==> src/rtl/frame_buffer_arbiter_if.sv <==
// Bundle of requester-side and SRAM-side signals around the frame buffer arbiter.
// The slave modport is the arbiter; the master modport is whatever sits around it.
interface frame_buffer_arbiter_if #(
  parameter int ADDR_W = 20,
  parameter int DATA_W = 16
);
  logic              vga_req;
  logic [ADDR_W-1:0] vga_addr;
  logic              vga_ack;
  logic [DATA_W-1:0] vga_rdata;
  logic              vga_rvalid;

  logic [1:0]        wr_req;
  logic [ADDR_W-1:0] wr_addr0;
  logic [ADDR_W-1:0] wr_addr1;
  logic [DATA_W-1:0] wr_data0;
  logic [DATA_W-1:0] wr_data1;
  logic [1:0]        wr_gnt;

  logic [ADDR_W-1:0] sram_addr;
  logic [DATA_W-1:0] sram_dq_out;
  logic              sram_dq_oe;
  logic [DATA_W-1:0] sram_dq_in;
  logic              sram_ce_n;
  logic              sram_oe_n;
  logic              sram_we_n;
  logic [7:0]        starve_events;

  modport slave (
    input  vga_req, vga_addr, wr_req, wr_addr0, wr_addr1, wr_data0, wr_data1, sram_dq_in,
    output vga_ack, vga_rdata, vga_rvalid, wr_gnt,
    output sram_addr, sram_dq_out, sram_dq_oe, sram_ce_n, sram_oe_n, sram_we_n, starve_events
  );

  modport master (
    output vga_req, vga_addr, wr_req, wr_addr0, wr_addr1, wr_data0, wr_data1, sram_dq_in,
    input  vga_ack, vga_rdata, vga_rvalid, wr_gnt,
    input  sram_addr, sram_dq_out, sram_dq_oe, sram_ce_n, sram_oe_n, sram_we_n, starve_events
  );
endinterface

==> src/rtl/frame_buffer_arbiter.sv <==
// Shares one SRAM frame buffer between a high-priority VGA reader and two round-robin writers,
// inserting a turnaround cycle after writes and forcing a long-waiting writer ahead of VGA.
module frame_buffer_arbiter #(
  parameter int ADDR_W     = 20,
  parameter int DATA_W     = 16,
  parameter int STARVE_MAX = 8
) (
  input logic                   clk,
  input logic                   reset_n,
  frame_buffer_arbiter_if.slave bus
);
  localparam int CNT_W = $clog2(STARVE_MAX + 1);
  localparam logic [CNT_W-1:0] CNT_MAX = CNT_W'(STARVE_MAX);

  typedef enum logic [1:0] {IDLE, READ, WRITE, TURN} state_t;

  state_t            state, state_nxt;
  logic [1:0]        wr_sel;
  logic              force_used;
  logic [1:0]        forced;
  logic              rr;
  logic [CNT_W-1:0]  wait_cnt [2];
  logic [ADDR_W-1:0] addr_q;
  logic [DATA_W-1:0] dq_out_q;
  logic [DATA_W-1:0] rdata_q;
  logic              ce_n_q, oe_n_q, we_n_q, dq_oe_q, rvalid_q;
  logic [7:0]        starve_q;
  logic              ack_c;
  logic [1:0]        gnt_c;

  // Among the requesting writers in m, prefer the one the round-robin pointer names.
  function automatic logic [1:0] pick(input logic [1:0] m, input logic p);
    if (m == 2'b11) return p ? 2'b10 : 2'b01;
    return m;
  endfunction

  assign forced[0] = bus.wr_req[0] && (wait_cnt[0] == CNT_MAX);
  assign forced[1] = bus.wr_req[1] && (wait_cnt[1] == CNT_MAX);

  always_ff @(posedge clk or negedge reset_n) begin
    if (!reset_n) state <= IDLE;
    else          state <= state_nxt;
  end

  always_comb begin
    state_nxt  = IDLE;
    wr_sel     = 2'b00;
    force_used = 1'b0;
    case (state)
      IDLE, READ: begin
        if (|forced) begin
          state_nxt  = WRITE;
          wr_sel     = pick(forced, rr);
          force_used = 1'b1;
        end else if (bus.vga_req) begin
          state_nxt = READ;
        end else if (|bus.wr_req) begin
          state_nxt = WRITE;
          wr_sel    = pick(bus.wr_req, rr);
        end
      end
      WRITE: begin
        if ((|bus.wr_req) && !bus.vga_req && !(|forced)) begin
          state_nxt = WRITE;
          wr_sel    = pick(bus.wr_req, rr);
        end else begin
          state_nxt = TURN;
        end
      end
      default: state_nxt = IDLE;
    endcase
  end

  always_comb begin
    ack_c = (state_nxt == READ);
    gnt_c = wr_sel;
  end

  // SRAM pins are registered from the decision so the strobes are glitch-free at the pads.
  always_ff @(posedge clk or negedge reset_n) begin
    if (!reset_n) begin
      addr_q   <= '0;
      dq_out_q <= '0;
      rdata_q  <= '0;
      ce_n_q   <= 1'b1;
      oe_n_q   <= 1'b1;
      we_n_q   <= 1'b1;
      dq_oe_q  <= 1'b0;
      rvalid_q <= 1'b0;
      rr       <= 1'b0;
      starve_q <= 8'd0;
      for (int k = 0; k < 2; k++) wait_cnt[k] <= '0;
    end else begin
      rvalid_q <= (state == READ);
      if (state == READ) rdata_q <= bus.sram_dq_in;
      case (state_nxt)
        READ: begin
          addr_q  <= bus.vga_addr;
          ce_n_q  <= 1'b0;
          oe_n_q  <= 1'b0;
          we_n_q  <= 1'b1;
          dq_oe_q <= 1'b0;
        end
        WRITE: begin
          addr_q   <= wr_sel[1] ? bus.wr_addr1 : bus.wr_addr0;
          dq_out_q <= wr_sel[1] ? bus.wr_data1 : bus.wr_data0;
          ce_n_q   <= 1'b0;
          oe_n_q   <= 1'b1;
          we_n_q   <= 1'b0;
          dq_oe_q  <= 1'b1;
        end
        default: begin
          ce_n_q  <= 1'b1;
          oe_n_q  <= 1'b1;
          we_n_q  <= 1'b1;
          dq_oe_q <= 1'b0;
        end
      endcase
      if (|wr_sel) rr <= wr_sel[0];
      if (force_used && (starve_q != 8'hFF)) starve_q <= starve_q + 8'd1;
      for (int k = 0; k < 2; k++) begin
        if (!bus.wr_req[k] || wr_sel[k])  wait_cnt[k] <= '0;
        else if (wait_cnt[k] != CNT_MAX)  wait_cnt[k] <= wait_cnt[k] + CNT_W'(1);
      end
    end
  end

  assign bus.vga_ack       = ack_c;
  assign bus.wr_gnt        = gnt_c;
  assign bus.vga_rdata     = rdata_q;
  assign bus.vga_rvalid    = rvalid_q;
  assign bus.sram_addr     = addr_q;
  assign bus.sram_dq_out   = dq_out_q;
  assign bus.sram_dq_oe    = dq_oe_q;
  assign bus.sram_ce_n     = ce_n_q;
  assign bus.sram_oe_n     = oe_n_q;
  assign bus.sram_we_n     = we_n_q;
  assign bus.starve_events = starve_q;
endmodule

==> src/flat_wrapper.sv <==
// flat-port wrapper written by rule: the top's interface ports become plain ports
module frame_buffer_arbiter_flat 
#(
  parameter int ADDR_W     = 20,
  parameter int DATA_W     = 16,
  parameter int STARVE_MAX = 8
)
  (clk, reset_n, bus_vga_req, bus_vga_addr, bus_wr_req, bus_wr_addr0, bus_wr_addr1, bus_wr_data0, bus_wr_data1, bus_sram_dq_in, bus_vga_ack, bus_vga_rdata, bus_vga_rvalid, bus_wr_gnt, bus_sram_addr, bus_sram_dq_out, bus_sram_dq_oe, bus_sram_ce_n, bus_sram_oe_n, bus_sram_we_n, bus_starve_events);
  frame_buffer_arbiter_if #(.ADDR_W(ADDR_W), .DATA_W(DATA_W)) bus_i ();
  input logic clk;
  input logic reset_n;
  input wire logic [$bits(bus_i.vga_req)-1:0] bus_vga_req;
  input wire logic [$bits(bus_i.vga_addr)-1:0] bus_vga_addr;
  input wire logic [$bits(bus_i.wr_req)-1:0] bus_wr_req;
  input wire logic [$bits(bus_i.wr_addr0)-1:0] bus_wr_addr0;
  input wire logic [$bits(bus_i.wr_addr1)-1:0] bus_wr_addr1;
  input wire logic [$bits(bus_i.wr_data0)-1:0] bus_wr_data0;
  input wire logic [$bits(bus_i.wr_data1)-1:0] bus_wr_data1;
  input wire logic [$bits(bus_i.sram_dq_in)-1:0] bus_sram_dq_in;
  output wire logic [$bits(bus_i.vga_ack)-1:0] bus_vga_ack;
  output wire logic [$bits(bus_i.vga_rdata)-1:0] bus_vga_rdata;
  output wire logic [$bits(bus_i.vga_rvalid)-1:0] bus_vga_rvalid;
  output wire logic [$bits(bus_i.wr_gnt)-1:0] bus_wr_gnt;
  output wire logic [$bits(bus_i.sram_addr)-1:0] bus_sram_addr;
  output wire logic [$bits(bus_i.sram_dq_out)-1:0] bus_sram_dq_out;
  output wire logic [$bits(bus_i.sram_dq_oe)-1:0] bus_sram_dq_oe;
  output wire logic [$bits(bus_i.sram_ce_n)-1:0] bus_sram_ce_n;
  output wire logic [$bits(bus_i.sram_oe_n)-1:0] bus_sram_oe_n;
  output wire logic [$bits(bus_i.sram_we_n)-1:0] bus_sram_we_n;
  output wire logic [$bits(bus_i.starve_events)-1:0] bus_starve_events;
  assign bus_i.vga_req = bus_vga_req;
  assign bus_i.vga_addr = bus_vga_addr;
  assign bus_i.wr_req = bus_wr_req;
  assign bus_i.wr_addr0 = bus_wr_addr0;
  assign bus_i.wr_addr1 = bus_wr_addr1;
  assign bus_i.wr_data0 = bus_wr_data0;
  assign bus_i.wr_data1 = bus_wr_data1;
  assign bus_i.sram_dq_in = bus_sram_dq_in;
  assign bus_vga_ack = bus_i.vga_ack;
  assign bus_vga_rdata = bus_i.vga_rdata;
  assign bus_vga_rvalid = bus_i.vga_rvalid;
  assign bus_wr_gnt = bus_i.wr_gnt;
  assign bus_sram_addr = bus_i.sram_addr;
  assign bus_sram_dq_out = bus_i.sram_dq_out;
  assign bus_sram_dq_oe = bus_i.sram_dq_oe;
  assign bus_sram_ce_n = bus_i.sram_ce_n;
  assign bus_sram_oe_n = bus_i.sram_oe_n;
  assign bus_sram_we_n = bus_i.sram_we_n;
  assign bus_starve_events = bus_i.starve_events;
  frame_buffer_arbiter #(.ADDR_W(ADDR_W), .DATA_W(DATA_W), .STARVE_MAX(STARVE_MAX)) u_core (.clk(clk), .reset_n(reset_n), .bus(bus_i));
endmodule
==> config.mk <==
export PLATFORM = sky130hd
export DESIGN_NAME = frame_buffer_arbiter_flat
export DESIGN_NICKNAME = d
export VERILOG_FILES = /design/src/rtl/frame_buffer_arbiter_if.sv /design/src/rtl/frame_buffer_arbiter.sv /design/src/flat_wrapper.sv
export SDC_FILE = /design/constraint.sdc
export NUM_CORES = 1
export LEC_CHECK = 0
export CAP_MARGIN = 20
export CORE_UTILIZATION = 35
export CTS_CLUSTER_DIAMETER = 80
export DETAILED_ROUTE_END_ITERATION = 7
export GPL_TIMING_DRIVEN = 0
export PLACE_DENSITY = 0.67
export SYNTH_ARGS = -nofsm -noshare
export SYNTH_HDL_FRONTEND = slang
export SYNTH_SLANG_ARGS = --single-unit
==> constraint.sdc <==
create_clock -name clk -period 4.23 [get_ports clk]
set_clock_uncertainty 0.1 [all_clocks]
set_input_delay 0.846 -clock clk [delete_from_list [all_inputs] [get_ports clk]]
set_output_delay 0.846 -clock clk [all_outputs]
set_load 0.03 [all_outputs]
Word level (Yosys, flattened, before mapping)
Index checks and enable logic that the tools add are counted.
- add/sub/neg operators: 3
- multiply operators: 0
- divide/modulo/power cells: 0
- $lt $le $gt $ge: 0
- equal/unequal tests: 11
- shift-type cells: 0
- multiplexer cells: 39
- bitwise gates (word level): 0
- reduce and logical (&&, ||, !) cells: 20
- operators with widths (cell ; count):
    20-bit one-hot mux with 2 select lines ; 1
    2-bit two-way mux ; 13
    20-bit two-way mux ; 1
    1-bit two-way mux ; 17
    16-bit two-way mux ; 1
    4-bit two-way mux ; 4
    2-bit OR reduction ; 5
    4-bit by 1-bit adder with 4-bit output, second input constant ; 2
    8-bit by 1-bit adder with 8-bit output, second input constant ; 1
    2-bit == test, second input constant ; 4
    4-bit == test, second input constant ; 2
    4-bit != test, second input constant ; 2
    8-bit != test, second input constant ; 1
    2-bit one-hot mux with 2 select lines ; 2
    2-bit nonzero test ; 3
    1-bit logical AND ; 5
    2-bit by 1-bit == test with 1-bit output, second input constant ; 2
    1-bit logical NOT ; 4
    2-bit logical NOT ; 1
    1-bit logical OR ; 2
- register bits after elaboration: 76
- latch bits: 0
- memory bits (writable): 0
- bits in read-only memories: 0
- input port bits: 113
- word-level logic and storage cells: 86
- memories: 0

Longest topological paths before layout
Gate-level depths: netlist (run 1).
- depth in word-level cells: 13
- depth in mapped cells: 16

Worst setup path before layout (run 1)
No wires, ideal clock.
- path kind: input to register
- from: input bus_wr_req[0]
- to: register u_core.addr_q[14], in the netlist u_core.bus.sram_addr[14]
- library setup time: 124 ps
- arrival time: 3418 ps
- path slack: 588 ps
- stages: 14
- buffers on the path: 4
- path through: and4b_1 -> buf_6 -> nor2_1 -> buf_2 -> a21oi_1 -> a221o_1 -> ha_1 -> clkbuf_1 -> and3b_1 -> clkbuf_1 -> o311a_1 -> a41o_1 -> a21o_1 -> a211o_1
- word-level cells in the longest chain between the ends: 13
- elaborated cells between the ends (all ways): 36
- classes of those cells: eq/ne: 4; mux: 25; reduce/logical: 7
- ends and longest elaborated chain (item ; RTL line ; RTL):
    from (decl) ; flat_wrapper.sv:14 ; input wire logic [$bits(bus_i.wr_req)-1:0] bus_wr_req;
    2-bit == test ; frame_buffer_arbiter.sv:33 ; if (m == 2'b11) return p ? 2'b10 : 2'b01;
    1-bit two-way mux ; frame_buffer_arbiter.sv:33 ;
    1-bit two-way mux ; frame_buffer_arbiter.sv:57 ; end else if (|bus.wr_req) begin
    1-bit two-way mux ; frame_buffer_arbiter.sv:55 ; end else if (bus.vga_req) begin
    1-bit two-way mux ; frame_buffer_arbiter.sv:51 ; if (|forced) begin
    1-bit two-way mux ; frame_buffer_arbiter.sv:49 ; case (state)
    2-bit two-way mux ; frame_buffer_arbiter.sv:34 ; return m;
    2-bit two-way mux ; frame_buffer_arbiter.sv:57 ;
    2-bit two-way mux ; frame_buffer_arbiter.sv:55 ;
    2-bit two-way mux ; frame_buffer_arbiter.sv:51 ;
    2-bit one-hot mux with 2 select lines ; frame_buffer_arbiter.sv:49 ;
    20-bit two-way mux ; frame_buffer_arbiter.sv:105 ; addr_q <= wr_sel[1] ? bus.wr_addr1 : bus.wr_addr0;
    20-bit one-hot mux with 2 select lines ; frame_buffer_arbiter.sv:96 ; case (state_nxt)
    to (signal assigned) ; frame_buffer_arbiter.sv:98 ; addr_q <= bus.vga_addr;
    to (signal assigned) ; frame_buffer_arbiter.sv:105 ;
    to (decl) ; frame_buffer_arbiter.sv:23 ; logic [ADDR_W-1:0] addr_q;
Parallel ways exist; a longest one is shown, timed or not. The select of a mux whose other input is x is not followed.
A chain may end at the register's enable or synchronous reset.

Worst setup path after layout (run 1)
- from: input bus_wr_req[0]
- to: output bus_vga_ack
- word-level cells in the longest chain between the ends: 7
- elaborated cells between the ends (all ways): 12
- classes of those cells: eq/ne: 1; mux: 5; reduce/logical: 6
- ends and longest elaborated chain (item ; RTL line ; RTL):
    1-bit logical AND ; frame_buffer_arbiter.sv:37 ; assign forced[0] = bus.wr_req[0] && (wait_cnt[0] == CNT_MAX);
    2-bit OR reduction ; frame_buffer_arbiter.sv:51, frame_buffer_arbiter.sv:63 ;
    1-bit logical NOT ; frame_buffer_arbiter.sv:63 ; if ((|bus.wr_req) && !bus.vga_req && !(|forced)) begin
    1-bit logical AND ; frame_buffer_arbiter.sv:63 ;
    1-bit two-way mux ; frame_buffer_arbiter.sv:63 ;
    2-bit one-hot mux with 2 select lines (*) ; frame_buffer_arbiter.sv:49 ;
    via u_core.state_nxt[0] ; frame_buffer_arbiter.sv:17 ; state_t state, state_nxt;
    2-bit by 1-bit == test with 1-bit output (*) ; frame_buffer_arbiter.sv:75 ; ack_c = (state_nxt == READ);
    to (decl) ; flat_wrapper.sv:20 ; output wire logic [$bits(bus_i.vga_ack)-1:0] bus_vga_ack;
Mark *: on every way through the listed nets, which the timed path passes. The rest lies on a longest branch.

==> results of run 1 <==
placed cells by master, fill, tap and decap left out, types with 10 or more instances in the layout:
master           count
o311a_1             20
a41o_1              20
nor2_1              65
a31oi_1             16
a21o_1              21
clkbuf_1            19
buf_2               10
clkdlybuf4s50_1    176
mux2_2              17
o21bai_1            20
dfrtp_1             73
o21ai_0             17
nand3_1             19
inv_1               28
a21oi_1             23
a211o_1             20
cell usage after synthesis (all sizes together), types with 2 or more instances:
library cell  count  area share [%]
a211o            20             3.9
a21o             21             3.5
a21oi            23             2.6
a31oi            16             2.2
a41o             20             4.5
and3              2            0.28
and3b             2            0.39
and4b             2            0.45
buf              22             3.7
clkbuf           21             1.8
dfrtp            73              41
dfstp             3             1.8
ha                8             2.2
inv              28             2.3
mux2             17             4.3
nand2             6            0.67
nand3            19             2.1
nand3b            2            0.33
nand4             5            0.70
nor2             66             5.5
nor2b             2            0.28
nor3              2            0.33
nor4              2            0.42
o21ai            17             1.9
o21bai           20             3.3
o311a            20             4.5
xnor2             9             1.8
xor2              3            0.58
worst max-delay path, cell delays in order:
cell and delay (ps):
clkdlybuf4s50_1 520, and4b_1 250, buf_6 150, nor2_4 180, buf_4 200, a21oi_1 80, a221o_1 320, inv_1 90
ha_1 220, clkdlybuf4s15_2 320
final cells by class:
class                      instances  area [µm²]  share of cell area, %
multi-input combinational        318        2250                   32.7
sequential                        76        1910                   27.7
timing repair buffer             181        1820                   26.5
buffer                            42         249                   3.62
clock buffer                      11         233                   3.38
tap                              172         215                   3.13
inverter                          28         105                   1.53
clock inverter                     5         103                   1.49
per-stage QoR:
stage / cells / total power, W / area [µm²] / setup slack (ps) / hold WS (ps)
after global placement: 817 / 0.00412 / 6510 / -564 / 389
after floorplan: 465 / 0.00312 / 4490 / 588 / 379
final: 833 / 0.00506 / 6880 / 91.0 / 386
after detailed placement: 818 / 0.00419 / 6530 / -530 / 395
after CTS: 834 / 0.00509 / 6870 / 11.1 / 397
after global routing: 833 / 0.00538 / 6880 / 4.09 / 412
cell families (layout without fill, tap and decap cells):
| logic type | after synthesis | in the layout | share of synthesized area (%) |
|---|---|---|---|
| adder cells (fa/ha/maj) | 8 | 8 | 2.23 |
| flip-flops | 76 | 76 | 42.4 |
| AND/OR/NAND/NOR | 116 | 116 | 12.5 |
| buffers and inverters | 71 | 267 | 7.85 |
| XOR/XNOR | 12 | 12 | 2.34 |
| multiplexers | 18 | 18 | 4.48 |
| AO/OA/AOI/OAI | 164 | 164 | 28.2 |
routing by layer:
metal  up-vias  global-route usage (%)  wire length (µm)  share of wire [%]
li1       2088                       -                 -                  -
met1      2137                    27.0              5920                 43
met2       142                    35.4              6710                 49
met3        29                    4.74               793                5.8
met4         0                    7.79               303                2.2
met5         -                       0                 0                  0
registers in the layout, summed over array words and instances, names as in the netlist:
signal and cells:
u_core.bus.sram_dq_out 16, u_core.bus.sram_oe_n 1, u_core.bus.starve_events 8, u_core.bus.vga_rvalid 1, u_core.bus.vga_rdata 16, u_core.bus.sram_we_n 1, u_core.wait_cnt 8, u_core.state 2
u_core.bus.sram_ce_n 1, u_core.rr 1, u_core.bus.sram_dq_oe 1, u_core.bus.sram_addr 20
power by group through the flow:
stage          Combinational [W]  Clock, W  Sequential [W]
2_1_floorplan            0.00135         0         0.00176
4_1_cts                  0.00296  0.000895         0.00123
5_1_grt                  0.00319  0.000922         0.00126
6_report                 0.00295  0.000879         0.00122
3_3_place_gp             0.00290         0         0.00122
3_5_place_dp             0.00295         0         0.00124
final timing paths:
| check | to | from | slack, ps |
|---|---|---|---|
| max | bus_vga_ack | bus_wr_req[0] | 90 |
| min | u_core.bus.sram_addr[5] | reset_n | 390 |
| max reg2reg | u_core.bus.sram_addr[6] | u_core.wait_cnt[4] | 620 |
| min reg2reg | u_core.bus.starve_events[4] | u_core.bus.starve_events[4] | 410 |
| max in group asynchronous | u_core.bus.sram_oe_n | reset_n | 2990 |
| min in group clk | u_core.bus.starve_events[4] | u_core.bus.starve_events[4] | 410 |
repair_timing:
action | 4_1_cts | 5_1_grt
gates resized for setup | 6 | 7
setup buffers | 0 | 0
hold buffers | 0 | 0
setup endpoints to repair | 22 | 23
==> flow_summary.yaml, run 1 <==
logic_synthesis:
  ys.flop_type: "dfrtp_1"
  syn_area_per_cell_um2: 9.66
  synth_cells: 465
  syn_area_mm2: 0.00449
  ys_warn_count: 0
  ys_ff_latch: 76
  async_reset_ff_share_pct: 100
  synth_nets: 586
  synth-edff-count: 0
  ys_types: 50
  seq_area_frac_synth_pct: 42.4
cells_and_area:
  antenna_cells: 0
  post-route-util_pct: 54.8
  nFillCells: 1162
  synthToLayoutAreaGrowth_pct: 53.2
  fin_nets: 777
  final_layout_size_suffix_gt1_share_pct: 10.6
placement:
  port_buffers: 180
  dpl.hpwl_um: 10100
  gp_congestion: 0.792
power_and_ir_drop:
  vdd_drop_max_mv: 0.391
  seq_power_share_pct: 24.2
  switchingPower_w: 0.00210
  power.leakage_nw: 3.39
  p_sw_share_pct: 41.6
  clock_power_share_pct: 17.4
  power_density_mw_per_mm2: 735
  power_frac_comb_pct: 58.4
  intPower_w: 0.00295
floorplan:
  initial_core_util_pct: 35.7
  io_pins: 181
  rows: 41
  die_y_um: 115
  dieArea_mm2: 0.0133
  core_mm2: 0.0126
  die_w_um: 115
clock_network:
  tritoncts: "yes"
  cts_inserted_buffers: 9
  clkSinkCount: 76
  cts.clk_slew.worst_paths_ps: 60
  cts-root-buf: "clkbuf_16"
  insertion_delay_ps: 330
  clock_tree.buffer_depth: 2
  h-tree-depth: 3
sta:
  layout_min_cycle_time_ps: 4140
  finalSetupViolCount: 0
  hold_violations: 0
  slew_viol_final: 0
  worstMarginPinSlew_ps: 601
  max_freq_ghz: 0.242
  relSlewSlack_pct: 59.6
  fin_crit_sh_pct: 97.8
  finalSetupTns_ps: 0
  rsz0062_at_grt: "no"
route:
  vias: 4396
  wl_um: 13700
  initialDrtViolationCount: 323
  drtPass1Iterations: 5
  drt-wirelength-per-cell_um: 16.5
  drc_errors: 0
  ant_nets: 0
  viasPerCell: 5.28
global_routing:
  grt_max_degree: 40
  grt_usage_pct: 21.2
  antenna_found_initial: 0
  grt.overflow.total: 0
  grt_pass1_vias: 4493
  grt_pass1_wl_um: 22100
critical_path:
  worstPathRequired_ps: 3280
  crit_arrival_ps: 3190
  setup.worst_path.start_class: "input pin"
  path_class: "in -> out"
  endpoint_kind: "primary output"
  path_max_fanout: 10
  reg2reg_depth: 15
status:
  status: "completed"
hold_path:
  min_path_type: "in -> async"
job:
  drv_cap: 0
Note: power is estimated with default switching activity, not from simulation.
==> run 2: changes to the inputs <==
ABC_AREA = 0   (was default)
==> results of run 2 <==
The final DEF is identical to that of run 1; final timing and power are the same.
==> run 3: changes to the inputs <==
CAP_MARGIN = 10   (was 20)
==> results of run 3 <==
The final DEF is identical to that of run 1; final timing and power are the same.
